`src/rtl/rw_put_pkg.sv`:
```
// rtl/rw_put_pkg.sv - shared tag encoding, reset constants and width helper for the put/get accumulator
package rw_put_pkg;

  typedef enum logic [1:0] {
    ACC  = 2'd0,
    EMIT = 2'd1,
    HALT = 2'd2
  } tag_t;

  localparam tag_t TAG_RST = ACC;

  // The counter must hold the value N itself while the sum is being emitted.
  function automatic int cnt_w(input int n);
    return $clog2(n) + 1;
  endfunction

endpackage

```
`src/rtl/rw_put_step.sv`:
```
// rtl/rw_put_step.sv - combinational step: (state, input) -> (cont, out_valid, out_data, next state)
module rw_put_step
  import rw_put_pkg::*;
#(
  parameter  int DW           = 8,
  parameter  int N            = 4,
  parameter  int HALT_ON_ZERO = 1,
  localparam int CW           = cnt_w(N)
) (
  input  tag_t          i_tag,
  input  logic [DW-1:0] i_acc,
  input  logic [CW-1:0] i_cnt,
  input  logic          in_valid,
  input  logic [DW-1:0] in_data,
  output logic          cont,
  output logic          out_valid,
  output logic [DW-1:0] out_data,
  output tag_t          o_tag,
  output logic [DW-1:0] o_acc,
  output logic [CW-1:0] o_cnt
);

  logic [CW-1:0] w_cnt_inc;
  logic          w_burst_done;
  logic          w_halt_now;

  assign w_cnt_inc    = i_cnt + CW'(1);
  assign w_burst_done = (w_cnt_inc == CW'(N));
  assign w_halt_now   = (HALT_ON_ZERO != 0) && (i_acc == '0);

  // Moore outputs: decoded purely from the current state.
  assign out_data  = i_acc;
  assign out_valid = (i_tag == EMIT);
  assign cont      = (i_tag != HALT);

  always_comb begin
    o_tag = i_tag;
    o_acc = i_acc;
    o_cnt = i_cnt;
    case (i_tag)
      ACC: begin
        if (in_valid) begin
          o_acc = i_acc + in_data;
          o_cnt = w_cnt_inc;
          if (w_burst_done) begin
            o_tag = EMIT;
          end
        end
      end
      EMIT: begin
        if (w_halt_now) begin
          o_tag = HALT;
        end else if (in_valid) begin
          // A put in the emit cycle starts the next burst instead of zeroing.
          o_acc = in_data;
          o_cnt = CW'(1);
          o_tag = (N == 1) ? EMIT : ACC;
        end else begin
          o_acc = '0;
          o_cnt = '0;
          o_tag = ACC;
        end
      end
      HALT: begin
        o_tag = HALT;
      end
      default: begin
        o_tag = TAG_RST;
        o_acc = '0;
        o_cnt = '0;
      end
    endcase
  end

endmodule

```
`src/rtl/rw_put_accum.sv`:
```
// rtl/rw_put_accum.sv - stream accumulator top: state register around the combinational step
module rw_put_accum
  import rw_put_pkg::*;
#(
  parameter int DW           = 8,
  parameter int N            = 4,
  parameter int HALT_ON_ZERO = 1
) (
  input  logic          clk,
  input  logic          rst,
  input  logic [DW-1:0] in_data,
  input  logic          in_valid,
  output logic [DW-1:0] out_data,
  output logic          out_valid,
  output logic          cont
);

  localparam int CW = cnt_w(N);

  typedef struct packed {
    tag_t          tag;
    logic [DW-1:0] acc;
    logic [CW-1:0] cnt;
  } state_t;

  localparam state_t ST_RST = '{tag: TAG_RST, acc: '0, cnt: '0};

  state_t r_state;
  state_t w_next;

  rw_put_step #(
    .DW          (DW),
    .N           (N),
    .HALT_ON_ZERO(HALT_ON_ZERO)
  ) u_step (
    .i_tag    (r_state.tag),
    .i_acc    (r_state.acc),
    .i_cnt    (r_state.cnt),
    .in_valid (in_valid),
    .in_data  (in_data),
    .cont     (cont),
    .out_valid(out_valid),
    .out_data (out_data),
    .o_tag    (w_next.tag),
    .o_acc    (w_next.acc),
    .o_cnt    (w_next.cnt)
  );

  always_ff @(posedge clk or posedge rst) begin
    if (rst) begin
      r_state <= ST_RST;
    end else begin
      r_state <= w_next;
    end
  end

endmodule

```
`config.mk`:
```
export PLATFORM = sky130hd
export DESIGN_NAME = rw_put_accum
export DESIGN_NICKNAME = d
export VERILOG_FILES = /design/src/rtl/rw_put_pkg.sv /design/src/rtl/rw_put_step.sv /design/src/rtl/rw_put_accum.sv
export SDC_FILE = /design/constraint.sdc
export NUM_CORES = 1
export LEC_CHECK = 0
export ABC_AREA = 1
export BUFFER_PORTS_ARGS = -buffer_cell sky130_fd_sc_hd__buf_2
export CORE_MARGIN = 8
export CORE_UTILIZATION = 49
export CTS_BUF_LIST = sky130_fd_sc_hd__clkbuf_8 sky130_fd_sc_hd__clkbuf_16
export CTS_CLUSTER_DIAMETER = 100
export DETAILED_ROUTE_END_ITERATION = 12
export PLACE_DENSITY = 0.8
export SLEW_MARGIN = 20
export SYNTH_ARGS = -nofsm -noshare
export SYNTH_HDL_FRONTEND = slang
export SYNTH_SLANG_ARGS = --single-unit
```
`constraint.sdc`:
```
create_clock -name clk -period 1.6 [get_ports clk]
set_clock_uncertainty 0.2 [all_clocks]
set_input_delay 0 -clock clk [delete_from_list [all_inputs] [get_ports clk]]
set_output_delay 0 -clock clk [all_outputs]
set_load 0.03 [all_outputs]
```
=== Word-level counts from Yosys, hierarchy flattened ===
Index checks and enable logic that the tools add are counted.

* Word-level logic and storage cells: 29
* Bits of input ports: 11
* Register bits: 13
* Output and inout port bits: 10

* Reductions and logical operators: 4
* Add/subtract/negate cells: 2
* Mux-type cells: 12
* Bitwise gates (word level): 1
* Eq/ne operators: 7

{| class="wikitable"
|+ Operators with widths
! cell !! count
|-
| 2-to-1 mux 8 bit || 3
|-
| case mux 8 bit (3 select lines) || 1
|-
| case mux 3 bit (3 select lines) || 1
|-
| adder 8 bit || 1
|-
| logical NOT 8 bit || 1
|-
| 2-to-1 mux 2 bit || 3
|-
| 2-to-1 mux 3 bit || 2
|-
| != test 2 bit (second input constant) || 3
|-
| case mux 2 bit (3 select lines) || 1
|-
| adder 3 x 1 -> 3 bit (second input constant) || 1
|-
| == test 3 bit (second input constant) || 1
|-
| AND reduction 3 bit || 1
|-
| == test 2 x 1 -> 1 bit (second input constant) || 1
|-
| == test 2 bit (second input constant) || 1
|-
| logical NOT 2 bit || 1
|-
| != test 2 x 1 -> 1 bit (second input constant) || 1
|-
| AND reduction 2 bit || 1
|-
| 2-to-1 mux 1 bit || 1
|-
| NOT 1 bit || 1
|}

=== Depth between registers and ports, before layout ===
* Depth in word-level cells: 5
* Depth in mapped cells: 13
* Depth with buffers taken out: 13

=== Cells and area by module ===
A second synthesis with hierarchy kept.

* Cells, all modules: 168
* Area total of the unflattened synthesis: 1183.6 µm²

{| class="wikitable"
|+ Modules (own cells, without submodules)
! module !! area an instance (µm²) !! times used !! cells each
|-
| rw_put_step || 854.6 || 1 || 154
|-
| rw_put_accum || 329.1 || 1 || 14
|}

=== Worst setup path before layout ===
No wires, ideal clock.

* Path type: reg-to-reg
* Start: reg r_state[3] (netlist name)
* End: reg r_state[9] (netlist name)
* Data arrival time: 1486 ps
* Stages on the path, launching flop included: 14
* Clock period less this slack: 1802 ps
* Path buffers: 0
* Path slack: -202 ps
* Required time: 1283 ps
* Cells stage by stage: dfrtp_1 > ha_1 > inv_1 > fa_1 > inv_1 > nand2_1 > nand2_1 > nand3b_1 > nand2_1 > nand2_1 > nand3_1 > nand2_1 > nand2_1 > nand2_1

* Cells in the longest elaborated chain, start to end: 3
* Elaborated cells between the ends (all ways): 6
* Those cells by class: add/sub (1); eq/ne (1); mux (2); reduce/logical (2)

{| class="wikitable"
|+ Ends and longest elaborated chain
! element !! RTL line !! RTL
|-
| start: declaration || rw_put_accum.sv:28 || <nowiki>state_t r_state;</nowiki>
|-
| start signal: assignment || rw_put_accum.sv:53 || <nowiki>r_state <= w_next;</nowiki>
|-
| adder 8 bit / logical NOT 8 bit (equally long branches) || rw_put_step.sv:43, rw_put_step.sv:29 ||
|-
| 2-to-1 mux 8 bit / != test 2 bit (equally long branches) || -- ||
|-
| case mux 8 bit (3 select lines) / AND reduction 3 bit (equally long branches) || -- ||
|}

Parallel ways exist; a longest one is shown, timed or not. The select of a mux whose other input is x is not followed.
A chain may end at the register's enable or synchronous reset.

=== Worst setup path after layout ===
* Start: reg r_state[3] (netlist name)
* End: reg r_state[7] (netlist name)

Same word-level chain as after synthesis.

==> qor.csv <==
stage;metric;value;unit
outcome;run status;finished with violations;
outcome;failing checks;negative setup slack;
synthesis;number of warnings issued by yosys;0;
sta;hold_ws;39.9;ps
floorplanning;core outline area;0.00215;sq mm
worst_setup_path;Critical Path Fanout Max;2;
synthesis;Yosys cell types;25;
floorplanning;Die Span X;63.0;um
floorplanning;effective utilization at floorplan;0.503;
layout;Sequential Area;325;sq um
routing;drt pass-1 iters;4;
sta;unrepaired setup endpoints after global routing;yes;
sta;number of endpoints failing setup at the final stage;11;
routing;wire length after detailed routing;3080;um
power_and_ir_drop;Pwr Density;1970;mW/mm^2
global_routing;vias in the first global route;1164;
layout;area of combinational cells with multiple inputs;716;sq um
routing;remaining number of nets flagged by the antenna check after routing;0;
global_routing;global-route track usage on met3;0.0538;
global_routing;met1 Use GR;0.156;
routing;detailed router's first-iteration violation count;55;
layout;register with the highest flop count;r_state;
placement;hpwl dp;2070;um
power_and_ir_drop;standby leakage power;0.922;nW
synthesis;Simple-Gate Fraction of Synth Area;0.354;
min_path;hold depth;4;
sta;final number of max-transition violations;0;
placement;worst slack at placement;-240;ps
placement;number of port buffers;20;
global_routing;total global routing track utilization;0.151;
synthesis;portion of the post-synthesis area used by sequential elements;0.301;
min_path;class of the tightest hold or removal check;input pin to flop;
clocking;maximum clock path buffer count;2;
routing;total number of vias;1163;
clocking;cell at the root of the clock tree;sky130_fd_sc_hd__clkbuf_8;
global_routing;GR peak layer;met2;
layout;Regs by FF count;r_state (13);
layout;antenna cell count;0;
sta;slew of the pin with the lowest slew margin;512;ps
worst_setup_path;register-to-register setup slack;-250;ps
synthesis;xor/xnor cell area share of the yosys netlist;0.0162;
global_routing;residual overflow from global routing;0;
layout;number of standard cells in the final layout excluding fillers;234;
clocking;H-tree lvl count;1;
global_routing;first-pass GRT wire length;4970;um
synthesis;summed instance area of the synthesized netlist;0.00108;sq mm
power_and_ir_drop;total power;3.31;mW
clocking;Worst-Skew Late Latency;250;ps
floorplanning;overall die height;63.0;um
layout;layout overhead on the synthesized area;55.1;%
worst_setup_path;data required time at the worst endpoint;1590;ps
placement;post-place instance area;0.00129;sq mm
run;Max Cap Violations;0;
sta;final setup margin;-251;ps
worst_setup_path;worst path arrival time;1840;ps
routing;detailed-route DRC error count;0;
clocking;clock buffer count from CTS;3;
sta;Max-Slew Margin vs Limit;0.658;
layout;Final #Nets;228;
layout;number of flip-flops under the largest register name;13;
floorplanning;Die Outline Area;0.00397;sq mm
worst_setup_path;cell count of the worst reg-to-reg path;12;
synthesis;synthesized instance count;154;
global_routing;initial antenna violation count;0;
placement;number of placed instances with taps included;210;
synthesis;register bit count reported by yosys;13;
power_and_ir_drop;maximum resistive drop on vdd;1.28;mV
routing;post-DR wirelength/cell;13.2;um
sta;Final period util;1.16;
global_routing;routing usage on met2;0.279;
sta;accumulated negative setup slack;-923;ps
sta;final hold viol count;0;
synthesis;Adder-Cell Fraction of Synth Area;0.123;
clocking;TritonCTS sink count;13;
synthesis;mean post-synth cell area;7.02;sq um
sta;Final min period;1850;ps
synthesis;Syn Nets;175;
worst_setup_path;crit start category;flop;
layout;Final Cell Area;0.00168;sq mm
synthesis;proportion of synthesized area in mux cells;0;
worst_setup_path;kind of critical path;flop to flop;
clocking;Reg clk slew, reported paths;60;ps
layout;end-of-flow core utilization;0.780;
layout;fraction of final layout cells with drive strength greater than 1;0.403;
sta;maximum frequency from static timing analysis;540;MHz
placement;RePlAce Congestion;0.836;
synthesis;complex-gate fraction of the synthesized area;0.0683;
synthesis;main combinational cell family by area after synthesis;simple AND/OR/NAND/NOR gates;
floorplanning;io pins;21;
worst_setup_path;Crit. End Element;flop;
floorplanning;row count;17;
layout;number of fill cells in the layout;127;
routing;mean number of vias per cell;4.97;
global_routing;pin count of the biggest net entering global routing;14;
clocking;CTS tree;done;
-- final timing paths --
kind | startpoint | to
max in group asynchronous | rst | r_state[7]
max | r_state[3] | r_state[7]
max reg2reg | r_state[3] | r_state[7]
min | in_data[0] | r_state[3]
min in group asynchronous | rst | r_state[11]
min reg2reg | r_state[2] | r_state[2]
-- critical path, stage by stage (launching register included) --
cell	delay (ps)
sky130_fd_sc_hd__dfrtp_1	360
sky130_fd_sc_hd__ha_2	200
sky130_fd_sc_hd__inv_2	40
sky130_fd_sc_hd__fa_2	330
sky130_fd_sc_hd__inv_2	70
sky130_fd_sc_hd__nand2_2	50
sky130_fd_sc_hd__nand2_2	70
sky130_fd_sc_hd__buf_4	110
sky130_fd_sc_hd__a21oi_1	50
sky130_fd_sc_hd__nand3b_1	140
sky130_fd_sc_hd__nand2_1	60
sky130_fd_sc_hd__nand2_1	60
sky130_fd_sc_hd__nand2_1	60
-- cell usage after synthesis, drive strengths merged --
master / instances / area, sq um
inv: 20 / 77.6
a22oi: 1 / 7.51
o21ai: 7 / 35.0
nand2: 57 / 216
buf: 9 / 71.3
nand3b: 3 / 35.0
nor2: 14 / 62.6
xor2: 2 / 17.5
nand3: 9 / 50.1
or2: 3 / 18.8
dfrtp: 13 / 325
a21oi: 5 / 25.0
ha: 9 / 113
fa: 1 / 20.0
o22ai: 1 / 6.26
-- logic make-up after synthesis --
logic type	after synthesis
AOI/OAI and AO/OA	14
xor gates and xnor gates	2
adders and majority gates	10
buffers and inverters	29
DFF	13
and+or+nand+nor	86
-- layout make-up --
| type | count | share of cell area |
|---|---|---|
| repair buffers | 57 | 0.285 |
| multi-input cells | 112 | 0.427 |
| well taps | 28 | 0.0209 |
| flip-flops and latches | 13 | 0.194 |
| clock buffers | 3 | 0.0246 |
| inverters | 20 | 0.0463 |
| clock inverters | 1 | 0.00224 |
-- what timing repair did --
item / CTS / global route
hold buffers: 10 / 0
endpoints found under the hold margin: 23 / 0
gates cloned: 1 / 0
setup buffers: 8 / 1
setup endpoints to repair: 11 / 11
pin swaps: 18 / 4
resized for setup: 22 / 13
-- cell usage in the layout, fill, tap and decap left out, types with 2 or more instances in the layout --
master	Yosys	layout
sky130_fd_sc_hd__a21oi_2	0	2
sky130_fd_sc_hd__nand2_4	0	2
sky130_fd_sc_hd__buf_4	8	16
sky130_fd_sc_hd__a21oi_1	5	3
sky130_fd_sc_hd__nand3_1	8	8
sky130_fd_sc_hd__clkbuf_8	0	3
sky130_fd_sc_hd__nand2_2	1	8
sky130_fd_sc_hd__buf_12	0	2
sky130_fd_sc_hd__o21ai_1	4	3
sky130_fd_sc_hd__nand2_1	56	47
sky130_fd_sc_hd__buf_6	1	8
sky130_fd_sc_hd__nor2_4	1	4
sky130_fd_sc_hd__nand3b_1	2	2
sky130_fd_sc_hd__nor2_2	1	2
sky130_fd_sc_hd__dfrtp_1	13	13
sky130_fd_sc_hd__buf_2	0	20
sky130_fd_sc_hd__ha_1	9	6
sky130_fd_sc_hd__nor2_1	12	8
sky130_fd_sc_hd__ha_4	0	2
sky130_fd_sc_hd__inv_2	1	3
sky130_fd_sc_hd__o21ai_2	0	3
sky130_fd_sc_hd__inv_1	18	17
sky130_fd_sc_hd__xor2_1	2	2
sky130_fd_sc_hd__dlygate4sd3_1	0	10
-- per-layer routing --
layer / part of all wire / vias up
met2: 0.53 / 28
li1: - / 578
met5: 0 / -
met4: 0.0078 / 0
met3: 0.054 / 5
met1: 0.41 / 552
-- report_power, final --
group	switching (mW)	internal, mW
Sequential	0.152	0.480
Clock	0.130	0.170
Combinational	1.26	1.12
(Power assumes the default switching activity.)
